<file path="src/rtl/apple1_kbd_arbiter_pkg.sv">
// ---------------------------------------------------------------------------
// apple1_pkg
//   Definitions shared by the Apple 1 keyboard arbiter and its FIFO:
//   - kbd_state_t : presentation FSM states (IDLE / HOLD / GAP)
//   - src_t       : character source selected by the round-robin scheduler
//   - ASCII codes used when filtering bytes at push time
//   - kbd_map()   : the filter/map applied to every byte before it is stored
// ---------------------------------------------------------------------------
package apple1_pkg;

  typedef enum logic [1:0] {
    ST_IDLE = 2'd0,
    ST_HOLD = 2'd1,
    ST_GAP  = 2'd2
  } kbd_state_t;

  typedef enum logic {
    SRC_UART = 1'b0,
    SRC_PS2  = 1'b1
  } src_t;

  localparam logic [7:0] ASC_NUL    = 8'h00;
  localparam logic [7:0] ASC_BS     = 8'h08;
  localparam logic [7:0] ASC_DEL    = 8'h7F;
  localparam logic [7:0] ASC_RUBOUT = 8'h5F;
  localparam logic [7:0] ASC_LC_A   = 8'h61;
  localparam logic [7:0] ASC_LC_Z   = 8'h7A;
  localparam logic [7:0] ASC_CASE   = 8'h20;

  // Bit 7 of the raw byte is dropped first, so 8'h80 collapses to NUL and
  // is discarded like a plain NUL. Backspace/delete mapping is checked
  // before case folding; the two ranges never overlap.
  function automatic logic [7:0] kbd_map(input logic [7:0] din,
                                         input logic       upcase,
                                         input logic       bs_map);
    logic [7:0] c;
    c = {1'b0, din[6:0]};
    if (bs_map && (c == ASC_BS || c == ASC_DEL))
      c = ASC_RUBOUT;
    else if (upcase && c >= ASC_LC_A && c <= ASC_LC_Z)
      c = c - ASC_CASE;
    return c;
  endfunction

endpackage

</file>
<file path="src/rtl/apple1_kbd_arbiter_fifo.sv">
// ---------------------------------------------------------------------------
// kbd_fifo
//   Small synchronous 8-bit FIFO, one per character source.
//   Ports:
//     i_clk, i_rst   clock, synchronous active-high reset (empties the FIFO)
//     i_push, i_din  write strobe and byte
//     i_pop          read strobe; o_dout is the head (valid when count != 0)
//     o_full         count == DEPTH
//     o_empty        count == 0
//     o_count        occupancy, 0..DEPTH
//   A push while full is accepted only if a pop happens in the same cycle,
//   so a full FIFO can stream through without dropping. A pop while empty
//   is ignored.
// ---------------------------------------------------------------------------
module kbd_fifo #(
  parameter  int DEPTH = 4,
  localparam int AW    = $clog2(DEPTH),
  localparam int CW    = AW + 1
) (
  input  logic          i_clk,
  input  logic          i_rst,
  input  logic          i_push,
  input  logic [7:0]    i_din,
  input  logic          i_pop,
  output logic [7:0]    o_dout,
  output logic          o_full,
  output logic          o_empty,
  output logic [CW-1:0] o_count
);

  logic [7:0]    r_mem [DEPTH];
  logic [AW-1:0] r_wr_ptr;
  logic [AW-1:0] r_rd_ptr;
  logic [CW-1:0] r_count;
  logic          w_do_push;
  logic          w_do_pop;

  assign o_full    = (r_count == CW'(DEPTH));
  assign o_empty   = (r_count == '0);
  assign o_count   = r_count;
  assign o_dout    = r_mem[r_rd_ptr];

  assign w_do_pop  = i_pop && !o_empty;
  assign w_do_push = i_push && (!o_full || w_do_pop);

  // DEPTH is a power of two, so the pointers wrap naturally at AW bits.
  always_ff @(posedge i_clk) begin
    if (i_rst) begin
      r_wr_ptr <= '0;
      r_rd_ptr <= '0;
      r_count  <= '0;
    end else begin
      if (w_do_push) r_wr_ptr <= r_wr_ptr + AW'(1);
      if (w_do_pop)  r_rd_ptr <= r_rd_ptr + AW'(1);
      case ({w_do_push, w_do_pop})
        2'b10:   r_count <= r_count + CW'(1);
        2'b01:   r_count <= r_count - CW'(1);
        default: r_count <= r_count;
      endcase
    end
  end

  // Storage needs no reset: the pointers and count define what is valid.
  always_ff @(posedge i_clk) begin
    if (w_do_push) r_mem[r_wr_ptr] <= i_din;
  end

endmodule

</file>
<file path="src/rtl/apple1_kbd_arbiter.sv">
// ---------------------------------------------------------------------------
// apple1_kbd_arbiter
//   Shares the Apple 1 PIA keyboard register between a UART receiver and a
//   PS/2 decoder. Each source feeds its own kbd_fifo after filtering; a
//   round-robin scheduler hands one character at a time to the PIA and
//   holds it until the CPU reads KBD, then waits GAP_CYCLES before the next.
//   Ports:
//     clk25, rst               clock, synchronous active-high reset
//     uart_data/uart_valid     UART byte and 1-cycle push strobe
//     ps2_data/ps2_valid       PS/2 ASCII byte and 1-cycle push strobe
//     kbd_read                 1-cycle CPU read of KBD
//     ovf_clr                  clears both overflow flags
//     kbd_data                 presented character, bit 7 forced to 1
//     kbd_ready                KBDCR bit 7, character waiting
//     uart_stop                UART FIFO nearly full (drives CTS)
//     uart_ovf, ps2_ovf        sticky "push dropped" flags
// ---------------------------------------------------------------------------
module apple1_kbd_arbiter
  import apple1_pkg::*;
#(
  parameter int DEPTH      = 4,
  parameter int UPCASE     = 1,
  parameter int BS_MAP     = 1,
  parameter int GAP_CYCLES = 2
) (
  input  logic       clk25,
  input  logic       rst,
  input  logic [7:0] uart_data,
  input  logic       uart_valid,
  input  logic [7:0] ps2_data,
  input  logic       ps2_valid,
  input  logic       kbd_read,
  input  logic       ovf_clr,
  output logic [7:0] kbd_data,
  output logic       kbd_ready,
  output logic       uart_stop,
  output logic       uart_ovf,
  output logic       ps2_ovf
);

  localparam int CW = $clog2(DEPTH) + 1;
  localparam int GW = (GAP_CYCLES > 1) ? $clog2(GAP_CYCLES) : 1;

  // ---------------- filter / map ----------------
  logic [7:0]    w_uart_byte, w_ps2_byte;
  logic          w_uart_push, w_ps2_push;

  assign w_uart_byte = kbd_map(uart_data, UPCASE != 0, BS_MAP != 0);
  assign w_ps2_byte  = kbd_map(ps2_data,  UPCASE != 0, BS_MAP != 0);
  assign w_uart_push = uart_valid && (w_uart_byte != ASC_NUL);
  assign w_ps2_push  = ps2_valid  && (w_ps2_byte  != ASC_NUL);

  // ---------------- source FIFOs ----------------
  logic [7:0]    w_uart_head, w_ps2_head;
  logic          w_uart_full, w_ps2_full;
  logic          w_uart_empty, w_ps2_empty;
  logic [CW-1:0] w_uart_count;
  logic          w_pop_uart, w_pop_ps2;

  // PS/2 occupancy is only needed inside its FIFO; the empty/full flags
  // cover everything the scheduler looks at.
  kbd_fifo #(.DEPTH(DEPTH)) u_fifo_uart (
    .i_clk   (clk25),
    .i_rst   (rst),
    .i_push  (w_uart_push),
    .i_din   (w_uart_byte),
    .i_pop   (w_pop_uart),
    .o_dout  (w_uart_head),
    .o_full  (w_uart_full),
    .o_empty (w_uart_empty),
    .o_count (w_uart_count)
  );

  logic [CW-1:0] w_ps2_count;

  kbd_fifo #(.DEPTH(DEPTH)) u_fifo_ps2 (
    .i_clk   (clk25),
    .i_rst   (rst),
    .i_push  (w_ps2_push),
    .i_din   (w_ps2_byte),
    .i_pop   (w_pop_ps2),
    .o_dout  (w_ps2_head),
    .o_full  (w_ps2_full),
    .o_empty (w_ps2_empty),
    .o_count (w_ps2_count)
  );

  // ---------------- round-robin scheduler ----------------
  src_t       r_last_src;
  src_t       w_grant;
  logic       w_any;
  logic [7:0] w_head;

  assign w_any = !w_uart_empty || !w_ps2_empty;

  always_comb begin
    w_grant = SRC_UART;
    if (!w_uart_empty && !w_ps2_empty)
      w_grant = (r_last_src == SRC_UART) ? SRC_PS2 : SRC_UART;
    else if (!w_ps2_empty)
      w_grant = SRC_PS2;
  end

  assign w_head = (w_grant == SRC_UART) ? w_uart_head : w_ps2_head;

  // ---------------- presentation FSM ----------------
  kbd_state_t    r_state, w_next_state;
  logic [GW-1:0] r_gap_cnt;
  logic          w_gap_done;
  logic          w_load;
  logic          w_clear;

  assign w_gap_done = (int'(r_gap_cnt) >= GAP_CYCLES - 1);

  always_ff @(posedge clk25) begin
    if (rst) r_state <= ST_IDLE;
    else     r_state <= w_next_state;
  end

  always_comb begin
    w_next_state = r_state;
    case (r_state)
      ST_IDLE: if (w_any)      w_next_state = ST_HOLD;
      ST_HOLD: if (kbd_read)   w_next_state = (GAP_CYCLES > 0) ? ST_GAP : ST_IDLE;
      ST_GAP:  if (w_gap_done) w_next_state = ST_IDLE;
      default:                 w_next_state = ST_IDLE;
    endcase
  end

  always_comb begin
    w_load     = (r_state == ST_IDLE) && w_any;
    w_clear    = (r_state == ST_HOLD) && kbd_read;
    w_pop_uart = w_load && (w_grant == SRC_UART);
    w_pop_ps2  = w_load && (w_grant == SRC_PS2);
  end

  // ---------------- presented character ----------------
  // r_last_src resets to PS/2 so that the first contested grant goes to UART.
  always_ff @(posedge clk25) begin
    if (rst) begin
      kbd_data   <= 8'h00;
      kbd_ready  <= 1'b0;
      r_last_src <= SRC_PS2;
    end else if (w_load) begin
      kbd_data   <= {1'b1, w_head[6:0]};
      kbd_ready  <= 1'b1;
      r_last_src <= w_grant;
    end else if (w_clear) begin
      kbd_ready  <= 1'b0;
    end
  end

  always_ff @(posedge clk25) begin
    if (rst || r_state != ST_GAP) r_gap_cnt <= '0;
    else                          r_gap_cnt <= r_gap_cnt + GW'(1);
  end

  // ---------------- overflow flags / flow control ----------------
  // A push that finds the FIFO full is dropped unless a pop frees a slot
  // in the same cycle. Setting beats a simultaneous clear.
  logic w_uart_drop, w_ps2_drop;

  assign w_uart_drop = w_uart_push && w_uart_full && !w_pop_uart;
  assign w_ps2_drop  = w_ps2_push  && w_ps2_full  && !w_pop_ps2;

  always_ff @(posedge clk25) begin
    if (rst) begin
      uart_ovf <= 1'b0;
      ps2_ovf  <= 1'b0;
    end else begin
      if (w_uart_drop)  uart_ovf <= 1'b1;
      else if (ovf_clr) uart_ovf <= 1'b0;
      if (w_ps2_drop)   ps2_ovf  <= 1'b1;
      else if (ovf_clr) ps2_ovf  <= 1'b0;
    end
  end

  assign uart_stop = (w_uart_count >= CW'(DEPTH - 1));

endmodule

</file>
<file path="config.mk">
export PLATFORM = sky130hd
export DESIGN_NAME = apple1_kbd_arbiter
export DESIGN_NICKNAME = d
export VERILOG_FILES = /design/src/rtl/apple1_kbd_arbiter_pkg.sv /design/src/rtl/apple1_kbd_arbiter_fifo.sv /design/src/rtl/apple1_kbd_arbiter.sv
export SDC_FILE = /design/constraint.sdc
export NUM_CORES = 1
export LEC_CHECK = 0
export BUFFER_PORTS_ARGS = -buffer_cell sky130_fd_sc_hd__buf_2
export CAP_MARGIN = 40
export CORE_ASPECT_RATIO = 1.5
export CORE_MARGIN = 10
export CORE_UTILIZATION = 38
export DETAILED_ROUTE_END_ITERATION = 8
export PLACE_DENSITY = 0.59
export SLEW_MARGIN = 15
export SYNTH_ARGS = -nofsm -noshare
export SYNTH_HDL_FRONTEND = slang
export SYNTH_SLANG_ARGS = --single-unit
</file>
<file path="constraint.sdc">
create_clock -name clk25 -period 3.5 [get_ports clk25]
set_clock_uncertainty 0.05 [all_clocks]
set_input_delay 0.525 -clock clk25 [delete_from_list [all_inputs] [get_ports clk25]]
set_output_delay 0.525 -clock clk25 [all_outputs]
set_load 0.02 [all_outputs]
</file>
==> results.sh <==
export IMPL_worst_pin_slew_ns=0.697
export IMPL_mostFrequentLayoutCells="56 x edfxtp_1, 33 x dfxtp_1, 31 x buf_2"
export IMPL_area_growth_pct=13.3
export IMPL_antennaDiodeCount=0
export IMPL_drc=0
export IMPL_yosysWarnings=0
export IMPL_ys_types=59
export IMPL_crit_path_start_kind="primary input"
export IMPL_clkTransAtPathRegs_ns=0.06
export IMPL_postCtsSetupRepairBufs=0
export IMPL_postSynthAreaPerCell_um2=13.7
export IMPL_period_minus_slack_ns=2.96
export IMPL_tns_ns=0
export IMPL_drt_iter0_markers=162
export IMPL_relSlewSlack_pct=53.1
export IMPL_ioPinCount=34
export IMPL_hp_class="reg -> reg"
export IMPL_grt_max_degree=33
export IMPL_ant_nets=0
export IMPL_drt_wl_total_um=7380
export IMPL_fmax_ghz=0.338
export IMPL_busiest_layer="met2"
export IMPL_grt_pass1_vias=2390
export IMPL_fp_dieW_um=103
export IMPL_regArea_um2=2340
export IMPL_clockBufferDepth=2
export IMPL_fp_row_count=45
export IMPL_vdd_ir_drop_max_v=0.000275
export IMPL_place_congestion=0.743
export IMPL_synthTopCellsByArea="edfxtp_1 42%, dfxtp_1 17%, mux4_2 8.0%"
export IMPL_drv_cap=0
export IMPL_grt_pass1_wl_um=12100
export IMPL_antenna_found_initial=0
export IMPL_cts_repair_resized=0
export IMPL_end_kind="register"
export IMPL_critical_path_class="in -> reg"
export IMPL_setup_violations=0
export IMPL_met2_usage_pct=17.4
export IMPL_cts_made_buffers=9
export IMPL_insertion_delay_ns=0.33
export IMPL_fin_crit_sh_pct=84.5
export IMPL_fin_hold_ws_ns=0.370
export IMPL_synth_area_um2=3960
export IMPL_root_buffer="clkbuf_16"
export IMPL_first_pass_iters=4
export IMPL_r2r_start="u_fifo_ps2.o_count[2]"
export IMPL_worst_path_max_fanout=6
export IMPL_numPortBuffers=31
export IMPL_hold_violations=0
export IMPL_drv_slew=0
export IMPL_die_height_um=145
export IMPL_grtUsageTotal_pct=10.5
export IMPL_vias=2346
export IMPL_rsz0062_at_grt="false"
export IMPL_ys_seq_area_share_pct=59.2
export IMPL_min_from="r_gap_cnt"
export IMPL_start_util_pct=39.1
export IMPL_worstSetupStartpoint="uart_data[2]"
export IMPL_ys_async_sr_fraction_pct=0
export IMPL_synth_main_ff_cell="edfxtp_1"
export IMPL_synth_net_count=326
export IMPL_drive_above_1_share_pct=24.6
export IMPL_core_area_um2=10100
export IMPL_cp_required_ns=3.71
export IMPL_hpwl_um=5380
export IMPL_post_drt_via_cell_ratio=5.31
export IMPL_arrival_ns=3.17
export IMPL_grt_overflow_total=0
export IMPL_synth_area_leader_cell="edfxtp_1"
export IMPL_yosysTopAreaCellShare_pct=42.5
export IMPL_power_leakage_nw=1.62
export IMPL_n_fill_cell=913
export IMPL_status="finished, final reports clean"
export IMPL_grt_use_met3_pct=2.75
export IMPL_final_common_cell="edfxtp_1"
export IMPL_htree_num_levels=3
export IMPL_die_area_um2=15000
export IMPL_ctsHoldBuffers=0
export IMPL_syn_inst=289
export IMPL_post_drt_wl_per_cell_um=16.7
export IMPL_multiInputGateArea_um2=1480
export IMPL_synth_edf_count=56
export IMPL_fin_nets=357
export IMPL_power_density_nw_per_um2=762
export IMPL_cts_tree="yes"
export IMPL_use_met1_pct=12.3
export IMPL_ys_ff_latch=89
export IMPL_cts_sinks=89
## worst max-delay path: stages
cell	delay [ns]
buf_2	0.13
or4_1	0.59
o41ai_2	0.35
o21ba_1	0.22
inv_1	0.05
ha_1	0.17
inv_1	0.06
fa_1	0.37
xor2_1	0.16
or3_2	0.40
a21oi_1	0.14
## routing by layer
| layer | up-vias | share of wire [%] |
|---|---|---|
| met1 | 1152 | 42 |
| li1 | 1140 | - |
| met4 | 0 | 1.2 |
| met3 | 4 | 4.0 |
| met5 | - | 0 |
| met2 | 50 | 53 |
## registers in the layout, summed over array words and instances (netlist names), 3 cells and up, named ones only
register / flops
u_fifo_ps2.r_mem: 28
u_fifo_uart.o_count: 3
kbd_data: 8
u_fifo_uart.r_mem: 28
u_fifo_ps2.o_count: 3
## kinds of logic after synthesis
family	share of synthesized area (%)
DFF	59.2
and+or+nand+nor	11.0
AOI/OAI and AO/OA	9.55
buffers and inverters	3.44
muxes	9.51
adders and majority gates	5.12
xor gates and xnor gates	2.21
## synthesized netlist by cell type, types with 6 or more instances
cell type / number
a21oi_1: 7
a222oi_1: 6
and2_1: 10
buf_1: 6
dfxtp_1: 33
edfxtp_1: 56
ha_1: 13
inv_1: 18
mux4_2: 14
nand2_1: 9
nand2b_1: 8
nor2_1: 29
nor3_1: 6
xnor2_1: 6
## report_power, final
| group | internal, mW | switching, mW |
|---|---|---|
| Clock | 0.499 | 0.384 |
| Combinational | 0.475 | 0.579 |
| Sequential | 1.33 | 0.156 |
| Total | 2.30 | 1.12 |
## through the flow
stage,power [mW],std cells,utilization (%),instance area (um^2),setup WS (ns)
global placement,2.56,426,41.5,4210,0.224
detailed placement,2.58,426,41.5,4210,0.169
finish,3.42,442,44.3,4490,0.542
floorplan,2.32,289,-,3960,0.448
global route,3.66,442,44.3,4490,0.364
CTS,3.47,442,44.3,4490,0.523
## cell type report
type	instances	area share (%)
Clock buffer	10	5.33
Clock inverter	6	0.920
Inverter	18	1.51
Multi-Input combinational cell	169	33.0
Sequential cell	89	52.2
Tap cell	117	3.26
Timing Repair Buffer	33	3.79
## final timing paths
path,end,slack [ns],depth (start not counted)
max reg2reg,u_fifo_uart.o_count[2],0.57,8
min,r_gap_cnt,0.37,1
min reg2reg,r_gap_cnt,0.37,1
max,u_fifo_uart.o_count[2],0.54,11
Note: power is estimated with default switching activity, not from simulation.
